## src/rtl/ldtu_out_serializer.sv

```systemverilog
// LiTe-DTU output serializer: paces FIFO-top reads and shifts each 32-bit word out MSB chunk first.
// Optional word counter port enabled by defining LDTU_SER_WORDCNT_EN.
module ldtu_out_serializer #(
    parameter int                  Nbits_32       = 32,
    parameter int                  LANES          = 4,
    parameter int                  IDLE_THR       = 8,
    parameter logic [Nbits_32-1:0] idle_patternEA = 32'hEAAAAAAA
) (
    input  logic                CLK,
    input  logic                rst_b,
    input  logic                ser_en,
    input  logic [Nbits_32-1:0] DATA32_DTU,
    output logic                read_signal,
    output logic [LANES-1:0]    ser_out,
    output logic                word_start,
    output logic                link_idle
`ifdef LDTU_SER_WORDCNT_EN
    ,
    output logic [15:0]         word_cnt
`endif
);

    localparam int WORD_CYCLES = Nbits_32 / LANES;
    localparam int PW          = (WORD_CYCLES > 2) ? $clog2(WORD_CYCLES) : 1;

    localparam logic [PW-1:0] PH_LAST = PW'(WORD_CYCLES - 1);
    localparam logic [PW-1:0] PH_READ = PW'(WORD_CYCLES - 2);
    localparam logic [7:0]    THR     = 8'(IDLE_THR);

    logic [PW-1:0]       phase_q, phase_d;
    logic [Nbits_32-1:0] shreg_q, shreg_d;
    logic [7:0]          idle_cnt_q, idle_cnt_d;
    logic                link_idle_q, link_idle_d;
`ifdef LDTU_SER_WORDCNT_EN
    logic [15:0]         word_cnt_q, word_cnt_d;
`endif

    always_comb begin
        phase_d     = phase_q;
        shreg_d     = shreg_q;
        idle_cnt_d  = idle_cnt_q;
        link_idle_d = (idle_cnt_q == THR);
`ifdef LDTU_SER_WORDCNT_EN
        word_cnt_d  = word_cnt_q;
`endif
        if (!ser_en) begin
            // Disabled: park on the idle word so re-enable starts with an idle frame
            phase_d = '0;
            shreg_d = idle_patternEA;
        end else if (phase_q == PH_LAST) begin
            phase_d = '0;
            shreg_d = DATA32_DTU;
            if (DATA32_DTU == idle_patternEA) begin
                if (idle_cnt_q != THR) begin
                    idle_cnt_d = idle_cnt_q + 8'd1;
                end
            end else begin
                idle_cnt_d = '0;
            end
`ifdef LDTU_SER_WORDCNT_EN
            word_cnt_d = word_cnt_q + 16'd1;
`endif
        end else begin
            phase_d = phase_q + {{(PW-1){1'b0}}, 1'b1};
            shreg_d = shreg_q << LANES;
        end
    end

    always_ff @(posedge CLK) begin
        if (!rst_b) begin
            phase_q     <= '0;
            shreg_q     <= idle_patternEA;
            idle_cnt_q  <= '0;
            link_idle_q <= 1'b0;
`ifdef LDTU_SER_WORDCNT_EN
            word_cnt_q  <= '0;
`endif
        end else begin
            phase_q     <= phase_d;
            shreg_q     <= shreg_d;
            idle_cnt_q  <= idle_cnt_d;
            link_idle_q <= link_idle_d;
`ifdef LDTU_SER_WORDCNT_EN
            word_cnt_q  <= word_cnt_d;
`endif
        end
    end

    // Strobe one cycle ahead so the FIFO top's registered word is ready for the load edge
    assign read_signal = ser_en && (phase_q == PH_READ);
    assign ser_out     = shreg_q[Nbits_32-1 -: LANES];
    assign word_start  = (phase_q == '0);
    assign link_idle   = link_idle_q;
`ifdef LDTU_SER_WORDCNT_EN
    assign word_cnt    = word_cnt_q;
`endif

endmodule

```

## config.mk

```make
export PLATFORM = sky130hd
export DESIGN_NAME = ldtu_out_serializer
export DESIGN_NICKNAME = d
export VERILOG_FILES = /design/src/rtl/ldtu_out_serializer.sv
export SDC_FILE = /design/constraint.sdc
export NUM_CORES = 1
export LEC_CHECK = 0
export CORE_MARGIN = 4
export CORE_UTILIZATION = 41
export CTS_CLUSTER_DIAMETER = 150
export DETAILED_ROUTE_END_ITERATION = 16
export GPL_TIMING_DRIVEN = 0
export HOLD_SLACK_MARGIN = 0.06
export PLACE_DENSITY_LB_ADDON = 0.05
export SYNTH_ARGS = -nofsm -noshare
export SYNTH_HDL_FRONTEND = slang
export SYNTH_SLANG_ARGS = --single-unit
export TNS_END_PERCENT = 30
```

## constraint.sdc

```tcl
create_clock -name CLK -period 1.85 [get_ports CLK]
set_input_delay 0.4625 -clock CLK [delete_from_list [all_inputs] [get_ports CLK]]
set_output_delay 0.4625 -clock CLK [all_outputs]
set_load 0.03 [all_outputs]
```

== Word-level counts from Yosys, hierarchy flattened ==
Cells that the tools add are included.

* Register bits: 44
* Output and inout bits: 7
* Logic and storage cells: 24

* Add/subtract/negate cells: 2
* Equal/unequal tests: 6
* Muxes and demuxes: 3
* Bitwise logic cells: 2
* Reductions and logical operators: 6

{| class="wikitable"
|+ Operators by type and width
! kind !! count
|-
| $eq A32 B32 Y1 const B || 1
|-
| $mux W32 || 1
|-
| $mux W8 || 2
|-
| $add A8 B1 Y8 const B || 1
|-
| $eq A8 B4 Y1 const B || 1
|-
| $ne A8 B4 Y1 const B || 1
|-
| $eq A3 B3 Y1 const B || 2
|-
| $reduce_and A3 Y1 || 2
|-
| $add A3 B1 Y3 const B || 1
|-
| $logic_not A3 Y1 || 1
|-
| $reduce_or A3 Y1 || 1
|-
| $ne A2 B1 Y1 const B || 1
|-
| $not A1 Y1 || 2
|-
| $reduce_and A2 Y1 || 1
|-
| $logic_and A1 B1 Y1 || 1
|}

== Depth between registers and ports, before layout ==
* Depth in word-level cells: 3
* Depth in mapped cells: 7
* Depth with buffers taken out: 6

== Least setup slack after synthesis ==
Ideal clock, no wire load.

* Kind: input -> register
* From: input DATA32_DTU[6]
* To: register idle_cnt_q[0]
* Setup time: 0.095 ns
* Arrival time: 1.767 ns
* Required time: 1.755 ns
* Setup slack: -0.012 ns
* Stages: 4
* Path buffers: 0
* Cell sequence: or4b_4 -> nor4_4 -> nand2_2 -> o311ai_1

* Cells in the longest elaborated chain, start to end: 3
* Elaborated cells between the ends (all ways): 4
* Those cells by class: eq/ne (2); mux (1); reduce/logical (1)

{| class="wikitable"
|+ Ends and longest elaborated chain
! item !! line !! source
|-
| start, declared || 12 || <nowiki>input logic [Nbits_32-1:0] DATA32_DTU,</nowiki>
|-
| $eq A32 B32 Y1 * || 53 || <nowiki>if (DATA32_DTU == idle_patternEA) begin</nowiki>
|-
| $ne A2 B1 Y1 (no source line) || n/a ||
|-
| $reduce_and A3 Y1 (no source line) || n/a ||
|-
| end signal, assigned || 81 || <nowiki>idle_cnt_q <= idle_cnt_d;</nowiki>
|-
| end, declared || 32 || <nowiki>logic [7:0] idle_cnt_q, idle_cnt_d;</nowiki>
|}

Mark *: on every way between the ends. The rest lies on a longest branch, timed or not.
A chain may end at the register's enable or synchronous reset.

== Final worst setup path ==
* From: register shreg_q[29]
* To: output ser_out[1]

{| class="wikitable"
|+ RTL lines
! item !! line !! source
|-
| start, declared || 31 || <nowiki>logic [Nbits_32-1:0] shreg_q, shreg_d;</nowiki>
|-
| start signal, assigned || 72 || <nowiki>shreg_q <= idle_patternEA;</nowiki>
|-
| start signal, assigned || 80 || <nowiki>shreg_q <= shreg_d;</nowiki>
|-
| end, declared || 14 || <nowiki>output logic [LANES-1:0] ser_out,</nowiki>
|}

No word-level cell between the ends.

==> reports/metrics.yaml <==
yosys:
  ys_seq_area_frac: 0.474
  synth_compound_area_frac: 0.199
  yosysUniqueCellTypes: 40
  ys.flop_type: "dfxtp_1"
  synthSimpleGateAreaFrac: 0.243
  synthXorXnorAreaFrac: 0
  avgSynthCellArea_um2: 10.3
  syn_inst: 180
  synth_fa_ha_area_frac: 0.0404
  synth_seq_cells: 44
  netlist_area_um2: 1860
  synthMuxAreaShare: 0
  async_flop_share: 0
  synth_top_family_by_area: "simple AND/OR/NAND/NOR gates"
  ys_warn_count: 0
  synth-edff-count: 0
  synth_nets: 221
worst_setup_path:
  path_delay_family: "buffers and inverters"
  path_class: "reg -> out"
  cpMaxStageDelayCell: "clkdlybuf4s50_1"
  setup.worst_path.start_class: "register"
  r2r_cells: 6
  reg2reg_slack_ps: 100
  critPathBufInv: 2
  r2r_end: "shreg_q[29]"
  crit_chain: "buf_4 > clkdlybuf4s50_1"
  critPathMaxFanout: 1
  worstSetupEndpointType: "output port"
  cp.required_ps: 1390
  slowest_delay_ps: 650
  cp.arrival_ps: 1340
  reg2reg_from: "phase_q[0]"
timing:
  hold_viol: 0
  min_period_ps: 1800
  fin_skew_ps: 8.50
  rsz0062_at_grt: "true"
  setup_slack_ps: 47.8
  max_freq_ghz: 0.555
  finalSetupViolations: 0
  max_slew_margin: 0.677
  worst_pin_slew_ps: 481
  post-route-period-util: 0.974
  holdWs_ps: 398
  drv_slew: 0
  fin_tns_setup_ps: 0
layout:
  instances_no_fill: 284
  n_antenna_cell: 0
  drive_above_1_share: 0.172
  finalCoreUtilization: 0.568
  area.growth.synth_to_final_pct: 33.8
  fillers: 390
  postLayoutCellArea_um2: 2490
  nets: 272
global_routing:
  grt_pass1_wl_mm: 7.20
  grt_max_degree: 13
  overflow: 0
  grt_pass1_vias: 1541
  antenna_found_initial: 0
  grtUsageTotal: 0.169
worst_hold_path:
  min_path_cells: 2
  min_from: "DATA32_DTU[19]"
  min_path_type: "in -> reg"
  holdPathEnd: "shreg_q[19]"
detailed_routing:
  drt_iter0_markers: 84
  drt_first_pass_iters: 4
  drc: 0
  wl_per_cell_um: 16.0
  drt-total-wl_mm: 4.54
  vias_per_cell: 5.73
  vias: 1626
  ant_nets: 0
outcome:
  status: "finished clean"
floorplanning:
  rows: 24
  die_h_um: 75.3
  die-area_um2: 5680
  core_um2: 4380
  start_util: 0.424
  pin_count: 42
  die_w_um: 75.3
clock_tree:
  insertion_delay_ps: 290
  cts_buffers: 5
  clk_path_buf_depth: 2
  cts.sinks: 44
  cts_max_level: 2
  clk_pin_slew_ps: 80
  clock_tree.root_cell: "clkbuf_8"
  cts_tree: "yes"
power_and_ir_drop:
  static-leakage-power_nw: 0.965
  powerDensity_nw_per_um2: 686
  power_mw: 1.71
  ir_drop_v: 0.000288
placed_design:
  dp_slack_ps: -771
  dp_cells: 272
  io_buffers: 40
  postPlaceCellArea_um2: 2330
  dpl.hpwl_mm: 3.39
  gp_congestion: 0.935
run:
  cap_viol_max_count: 0
==> cell usage after synthesis (2+ instances only) <==
master | instances | area, um^2
and3_1 | 4 | 25.0
and2_1 | 3 | 18.8
clkbuf_1 | 8 | 30.0
o311ai_1 | 2 | 17.5
ha_1 | 6 | 75.1
o211ai_1 | 4 | 30.0
a21o_1 | 2 | 15.0
a22o_1 | 12 | 105
nor4bb_1 | 4 | 40.0
nor2_1 | 5 | 18.8
inv_1 | 6 | 22.5
nor3_1 | 3 | 15.0
nor4_4 | 2 | 42.5
buf_4 | 4 | 30.0
a21oi_1 | 2 | 10.0
nand4b_1 | 4 | 35.0
dfxtp_1 | 44 | 881
nand4_1 | 3 | 18.8
o22a_1 | 15 | 131
nand3_1 | 9 | 45.0
nand2_1 | 15 | 56.3
nand4bb_1 | 2 | 22.5
nor4_1 | 4 | 25.0
==> cells by family (layout without fill, tap and decap cells) <==
logic type	after synthesis	count (layout)
AOI/OAI and AO/OA	44	44
and+or+nand+nor	68	68
adders and majority gates	6	6
DFF	44	44
buffers and inverters	18	70
==> registers in the layout, summed over array words and instances (netlist names) <==
register	cells
idle_cnt_q	8
phase_q	3
link_idle	1
shreg_q	32
==> timing repair <==
| action | 4_1_cts | 5_1_grt |
|---|---|---|
| setup buffers | 4 | 0 |
| hold buffers | 0 | 0 |
| resized for setup | 27 | 30 |
| pin swaps | 10 | 8 |
| endpoints found under the hold margin | 0 | 0 |
| endpoints found under the setup margin | 33 | 30 |
==> worst max path at each step <==
stage / start / endpoint / depth (start not counted)
floorplan: DATA32_DTU[0] / idle_cnt_q[0] / 4
global route: DATA32_DTU[29] / idle_cnt_q[1] / 6
finish: shreg_q[29] / ser_out[1] / 2
CTS: DATA32_DTU[17] / idle_cnt_q[1] / 6
global placement: DATA32_DTU[0] / idle_cnt_q[0] / 5
detailed placement: DATA32_DTU[10] / idle_cnt_q[0] / 5
==> power breakdown <==
group          total, mW  switching [mW]  internal [mW]
Sequential         0.956         0.00293          0.954
Clock              0.604           0.299          0.305
Combinational      0.147          0.0680         0.0789
==> metal layers <==
metal | GRT usage | share of wire | vias to the layer above
met1 | 0.222 | 0.44 | 777
met4 | 0.0524 | 0.0064 | 0
met3 | 0.0449 | 0.062 | 4
li1 | - | - | 787
met5 | 0 | 0 | -
met2 | 0.271 | 0.49 | 58
==> placed cells by master (no fill, tap or decap), types with 4 or more instances in the layout <==
master / n
dfxtp_1: 44
clkdlybuf4s50_1: 19
o22a_1: 15
nand2_1: 14
a22o_1: 12
buf_4: 10
nand3_1: 9
dlygate4sd2_1: 8
inv_1: 6
clkbuf_8: 6
clkbuf_2: 5
clkbuf_1: 5
nor2_1: 5
ha_1: 5
and3_1: 4
nor4_1: 4
nand4b_1: 4
o211ai_1: 4
clkdlybuf4s15_1: 4
==> area by class of cell <==
class / instances / area, um^2 / area share
tap: 52 / 65.1 / 0.0261
sequential: 44 / 881 / 0.354
multi-input combinational: 118 / 946 / 0.380
clock buffer: 8 / 90.1 / 0.0362
inverter: 6 / 22.5 / 0.00905
timing repair buffer: 44 / 413 / 0.166
buffer: 12 / 71.3 / 0.0287
Power figures use the tool's default switching activity.
